File: src/rtl/cpu_pipe_pkg.sv
// Shared definitions for the decode->execute pipeline boundary:
// control-word bit positions and the stage payload layout.
package cpu_pipe_pkg;

    localparam int CTRL_WRE_BIT  = 8;
    localparam int CTRL_VWRE_BIT = 9;
    localparam int CTRL_LOAD_BIT = 7;
    localparam int CTRL_MEMW_BIT = 6;
    localparam int CTRL_WB_LSB   = 4;
    localparam int CTRL_ALU_LSB  = 0;
    localparam int CTRL_WB_W     = 2;
    localparam int CTRL_ALU_W    = 4;
    localparam int CTRL_USED_W   = 10;

    localparam int DE_DATA_W     = 16;
    localparam int DE_REG_ADDR_W = 4;
    localparam int DE_CTRL_W     = 16;

    typedef struct packed {
        logic [DE_CTRL_W-1:0]     ctrl;
        logic [DE_DATA_W-1:0]     srcA;
        logic [DE_DATA_W-1:0]     srcB;
        logic [DE_REG_ADDR_W-1:0] rs1;
        logic [DE_REG_ADDR_W-1:0] rs2;
        logic [DE_REG_ADDR_W-1:0] rd;
    } de_payload_t;

    // Flattened payload width for arbitrary field widths (same field order as de_payload_t).
    function automatic int de_payload_width(input int ctrl_w, input int data_w, input int reg_w);
        return ctrl_w + (2 * data_w) + (3 * reg_w);
    endfunction

endpackage

File: src/rtl/pipe_skid_buffer.sv
// Generic two-entry valid/ready skid buffer with flush. The main register
// drives the outputs; the skid register catches an entry while stalled.
module pipe_skid_buffer #(
    parameter int PAYLOAD_W = 8
) (
    input  logic                 clk,
    input  logic                 reset,
    input  logic                 flush,
    input  logic                 in_valid,
    output logic                 in_ready,
    input  logic [PAYLOAD_W-1:0] in_data,
    output logic                 out_valid,
    input  logic                 out_ready,
    output logic [PAYLOAD_W-1:0] out_data,
    output logic [1:0]           occupancy
);

    logic                 m_valid_r;
    logic                 s_valid_r;
    logic [PAYLOAD_W-1:0] m_data_r;
    logic [PAYLOAD_W-1:0] s_data_r;
    logic                 in_ready_r;
    logic [1:0]           occupancy_r;

    logic                 accept_s;
    logic                 m_free_s;
    logic                 m_valid_nx_s;
    logic                 s_valid_nx_s;
    logic [PAYLOAD_W-1:0] m_data_nx_s;
    logic [PAYLOAD_W-1:0] s_data_nx_s;

    // Next-state selection for main and skid entries; flush drops both.
    always_comb begin
        accept_s     = in_valid && in_ready_r;
        m_free_s     = !m_valid_r || out_ready;
        m_valid_nx_s = m_valid_r;
        s_valid_nx_s = s_valid_r;
        m_data_nx_s  = m_data_r;
        s_data_nx_s  = s_data_r;
        if (flush) begin
            m_valid_nx_s = 1'b0;
            s_valid_nx_s = 1'b0;
        end else if (m_free_s) begin
            if (s_valid_r) begin
                m_data_nx_s  = s_data_r;
                m_valid_nx_s = 1'b1;
                s_valid_nx_s = 1'b0;
            end else if (accept_s) begin
                m_data_nx_s  = in_data;
                m_valid_nx_s = 1'b1;
            end else begin
                m_valid_nx_s = 1'b0;
            end
        end else begin
            if (accept_s) begin
                s_data_nx_s  = in_data;
                s_valid_nx_s = 1'b1;
            end else begin
                s_valid_nx_s = s_valid_r;
            end
        end
    end

    // State registers; in_ready and occupancy are precomputed from next state.
    always_ff @(posedge clk) begin
        if (reset) begin
            m_valid_r   <= 1'b0;
            s_valid_r   <= 1'b0;
            m_data_r    <= {PAYLOAD_W{1'b0}};
            s_data_r    <= {PAYLOAD_W{1'b0}};
            in_ready_r  <= 1'b0;
            occupancy_r <= 2'd0;
        end else begin
            m_valid_r   <= m_valid_nx_s;
            s_valid_r   <= s_valid_nx_s;
            m_data_r    <= m_data_nx_s;
            s_data_r    <= s_data_nx_s;
            in_ready_r  <= !s_valid_nx_s;
            occupancy_r <= {1'b0, m_valid_nx_s} + {1'b0, s_valid_nx_s};
        end
    end

    assign in_ready  = in_ready_r;
    assign out_valid = m_valid_r;
    assign out_data  = m_data_r;
    assign occupancy = occupancy_r;

endmodule

File: src/rtl/decode_execute_stage.sv
// Elastic decode->execute stage: buffers control word, operands and register
// IDs in a skid buffer and presents bubble-gated control fields to execute.
module decode_execute_stage
    import cpu_pipe_pkg::*;
#(
    parameter int DATA_W     = 16,
    parameter int REG_ADDR_W = 4,
    parameter int CTRL_W     = 16
) (
    input  logic                  clk,
    input  logic                  reset,
    input  logic                  flush,
    input  logic                  in_valid,
    output logic                  in_ready,
    input  logic [CTRL_W-1:0]     nop_mux_output_in,
    input  logic [DATA_W-1:0]     srcA_in,
    input  logic [DATA_W-1:0]     srcB_in,
    input  logic [REG_ADDR_W-1:0] rs1_decode,
    input  logic [REG_ADDR_W-1:0] rs2_decode,
    input  logic [REG_ADDR_W-1:0] rd_decode,
    output logic                  out_valid,
    input  logic                  out_ready,
    output logic                  wre_execute,
    output logic                  vector_wre_execute,
    output logic                  load_instruction,
    output logic                  write_memory_enable_execute,
    output logic [1:0]            select_writeback_data_mux_execute,
    output logic [3:0]            aluOp_execute,
    output logic [DATA_W-1:0]     srcA_out,
    output logic [DATA_W-1:0]     srcB_out,
    output logic [REG_ADDR_W-1:0] rs1_execute,
    output logic [REG_ADDR_W-1:0] rs2_execute,
    output logic [REG_ADDR_W-1:0] rd_execute,
    output logic [1:0]            occupancy
);

    localparam int PAYLOAD_W = de_payload_width(CTRL_W, DATA_W, REG_ADDR_W);

    logic [PAYLOAD_W-1:0]  pl_in_s;
    logic [PAYLOAD_W-1:0]  pl_out_s;
    logic [CTRL_W-1:0]     ctrl_s;

    assign pl_in_s = {nop_mux_output_in, srcA_in, srcB_in, rs1_decode, rs2_decode, rd_decode};

    pipe_skid_buffer #(
        .PAYLOAD_W (PAYLOAD_W)
    ) u_skid (
        .clk       (clk),
        .reset     (reset),
        .flush     (flush),
        .in_valid  (in_valid),
        .in_ready  (in_ready),
        .in_data   (pl_in_s),
        .out_valid (out_valid),
        .out_ready (out_ready),
        .out_data  (pl_out_s),
        .occupancy (occupancy)
    );

    assign {ctrl_s, srcA_out, srcB_out, rs1_execute, rs2_execute, rd_execute} = pl_out_s;

    // Upper control bits carry no meaning at this stage.
    generate
        if (CTRL_W > CTRL_USED_W) begin : g_ctrl_upper
            logic unused_ctrl_upper_s;
            assign unused_ctrl_upper_s = ^ctrl_s[CTRL_W-1:CTRL_USED_W];
        end
    endgenerate

    // Control fields read as a NOP whenever no valid entry is presented.
    always_comb begin
        wre_execute                       = 1'b0;
        vector_wre_execute                = 1'b0;
        load_instruction                  = 1'b0;
        write_memory_enable_execute       = 1'b0;
        select_writeback_data_mux_execute = 2'b00;
        aluOp_execute                     = 4'h0;
        if (out_valid) begin
            wre_execute                       = ctrl_s[CTRL_WRE_BIT];
            vector_wre_execute                = ctrl_s[CTRL_VWRE_BIT];
            load_instruction                  = ctrl_s[CTRL_LOAD_BIT];
            write_memory_enable_execute       = ctrl_s[CTRL_MEMW_BIT];
            select_writeback_data_mux_execute = ctrl_s[CTRL_WB_LSB +: CTRL_WB_W];
            aluOp_execute                     = ctrl_s[CTRL_ALU_LSB +: CTRL_ALU_W];
        end else begin
            aluOp_execute = 4'h0;
        end
    end

endmodule

File: config.mk
export PLATFORM = sky130hd
export DESIGN_NAME = decode_execute_stage
export DESIGN_NICKNAME = d
export VERILOG_FILES = /design/src/rtl/cpu_pipe_pkg.sv /design/src/rtl/pipe_skid_buffer.sv /design/src/rtl/decode_execute_stage.sv
export SDC_FILE = /design/constraint.sdc
export NUM_CORES = 1
export LEC_CHECK = 0
export CORE_AREA = 2 2 109 111
export DETAILED_ROUTE_END_ITERATION = 10
export DIE_AREA = 0 0 111 113
export GPL_TIMING_DRIVEN = 0
export PLACE_DENSITY = 0.87
export SLEW_MARGIN = 20
export SYNTH_ARGS = -nofsm -noshare
export SYNTH_HDL_FRONTEND = slang
export SYNTH_HIERARCHICAL = 1
export SYNTH_SLANG_ARGS = --single-unit
export TNS_END_PERCENT = 100
File: constraint.sdc
create_clock -name clk -period 3.8 [get_ports clk]
set_input_delay 1.14 -clock clk [delete_from_list [all_inputs] [get_ports clk]]
set_output_delay 1.14 -clock clk [all_outputs]
set_load 0.005 [all_outputs]
==> flow_summary.toml <==
[place]
gp_congestion = 0.810
dp_hpwl_um = 10400
port_buffers = 115
dp_worst_setup_slack_ns = 0.586

[route]
first_iter_violations = 213
post-route-drc-count = 0
wl_per_cell_um = 17.3
ant_nets = 0
drt_pass1_iterations = 4
num_vias = 4651
wl_um = 15000
vias_per_cell = 5.37

[min_path]
hold_class = "flip-flop to flip-flop"
hold_start = "u_skid/out_data[22]"
hold_end = "u_skid/out_data[22]"
whs_path_depth = 2

[timing]
final_hold_viol_count = 0
finClkSkew_ns = 0.00670
rsz0062_at_grt = "false"
fmax_mhz = 353
slew_violations = 0
finalCritPeriodShare_pct = 74.5
relSlewSlack_pct = 49.6
layout_setup_ws_ns = 0.970
setup_tns_ns = 0
worst_pin_slew_ns = 0.756
setup_viol = 0
fin_hold_ws_ns = 0.465
final.min_clock_period_ns = 2.83

[worst_setup_path]
critPathCaptureType = "flip-flop"
arrival_ns = 3.13
cp.required_ns = 4.09
cp_max_fo = 10
reg2reg_from = "u_skid/s_valid_r"
reg2regPathDepth = 6
critPathLaunchType = "primary input"
r2r-end = "u_skid/occupancy[0]"
crit_type = "primary input to flip-flop"
rrSetupSlack_ns = 1.74

[clocking]
clk_pin_slew_ns = 0.05
cts_tree = "built"
insertion_delay_ns = 0.41
post_cts_buffers = 0
hold_buffers = 0
root_buffer = "clkbuf_16"
clkSinkCount = 113
cts_resized = 0
cts_max_level = 4
cts_buffers = 17
clockBufferDepth = 2

[synth]
synth.avg_cell_area_sq_um = 9.98
synth_area_sq_um = 5750
ys_warn_count = 6
synth_fp_nets = 642
syn-instance-count = 576

[floorplan]
start_util_pct = 51.0
dieWidth_um = 111
die_h_um = 113
ios = 123
row_count = 39
coreArea_sq_um = 11300
die_area_sq_um = 12500

[global_routing]
grt_use_total_pct = 23.9
overflow = 0
grt_max_degree = 17
antenna_found_initial = 0
grt_pass1_wl_um = 24100
grt_pass1_vias = 4857

[pwr]
power_frac_clock_pct = 47.9
p_comb_share_pct = 11.3
p_per_area_nw_per_um2 = 399
p_switching_mw = 0.698
p_seq_share_pct = 40.8
p_int_mw = 2.34
power_leakage_nw = 2.56
peakVddDrop_v = 0.000246
swShare_pct = 23.0

[layout]
drive_gt1_share_pct = 22.0
layout.nets = 776
fillCellCount = 874
area_growth_pct = 32.7
n_antenna_cell = 0

[job]
maxCapViolCount = 0

[status]
status = "finished clean"
==> state kept, by name (all words and copies together) (netlist names) <==
signal,cells
u_skid/s_valid_r,1
u_skid/in_ready,1
u_skid/out_data,54
u_skid/out_valid,1
u_skid/occupancy,2
u_skid/s_data_r,54
==> placed cells by master (no fill, tap or decap), types with 2 or more instances in the layout <==
cell,n
nor4_1,55
a211oi_2,54
mux2_2,54
mux2i_1,54
clkdlybuf4s50_1,115
dfxtp_1,113
clkinv_2,5
and2_1,10
inv_1,54
buf_2,16
clkbuf_1,40
nor3_1,2
buf_1,3
clkbuf_16,17
nor2b_1,4
clkbuf_8,6
nand2b_1,109
buf_6,6
==> area by class of cell <==
type	count	area [sq um]	share of cell area (%)
Multi-Input combinational cell	348	2990	39.2
Sequential cell	113	2260	29.7
Timing Repair Buffer	115	1150	15.1
Clock buffer	27	523	6.86
Buffer	61	294	3.86
Inverter	54	203	2.66
Tap cell	143	179	2.35
Clock inverter	5	25.0	0.328
==> worst max path at each step <==
stage	from	end	slack [ns]	depth (start not counted)
6_report	in_valid	u_skid/occupancy[0]	0.97	6
4_1_cts	u_skid/out_valid	aluOp_execute[0]	0.97	2
2_1_floorplan	in_valid	u_skid/occupancy[0]	1.46	5
5_1_grt	in_valid	u_skid/occupancy[0]	0.89	6
3_3_place_gp	in_valid	u_skid/occupancy[0]	0.60	6
3_5_place_dp	in_valid	u_skid/occupancy[0]	0.59	6
==> worst max-delay path: stages <==
cell and delay (ns):
clkdlybuf4s50_1 0.46, a21oi_2 0.54, clkbuf_1 0.40, a21oi_1 0.15
ha_1 0.31, nor2b_1 0.13
==> power groups by stage <==
stage	Sequential, mW	Clock (mW)	Combinational (mW)
final	1.24	1.45	0.345
after global routing	1.24	1.53	0.368
after CTS	1.24	1.47	0.345
after detailed placement	1.26	0	0.340
after global placement	1.26	0	0.331
after floorplan	1.26	0	0.175
==> layer usage <==
metal  GRT usage (%)  wire length [um]  vias up  part of all wire (%)
li1                -                 -     2243                     -
met1            27.6              6430     2269                    43
met2            42.8              7760      117                    52
met3            5.41               572       22                   3.8
met4            10.3               263        0                   1.8
met5               0                 0        -                     0
==> metrics by stage <==
step,area [sq um],power [mW],std cells,util (%)
after global placement,7080,1.59,834,62.8
after global routing,7620,3.14,866,67.6
after floorplan,5750,1.44,576,-
after detailed placement,7080,1.60,834,62.8
after CTS,7620,3.06,866,67.6
final,7620,3.04,866,67.6
Note: power is estimated with default switching activity, not from simulation.
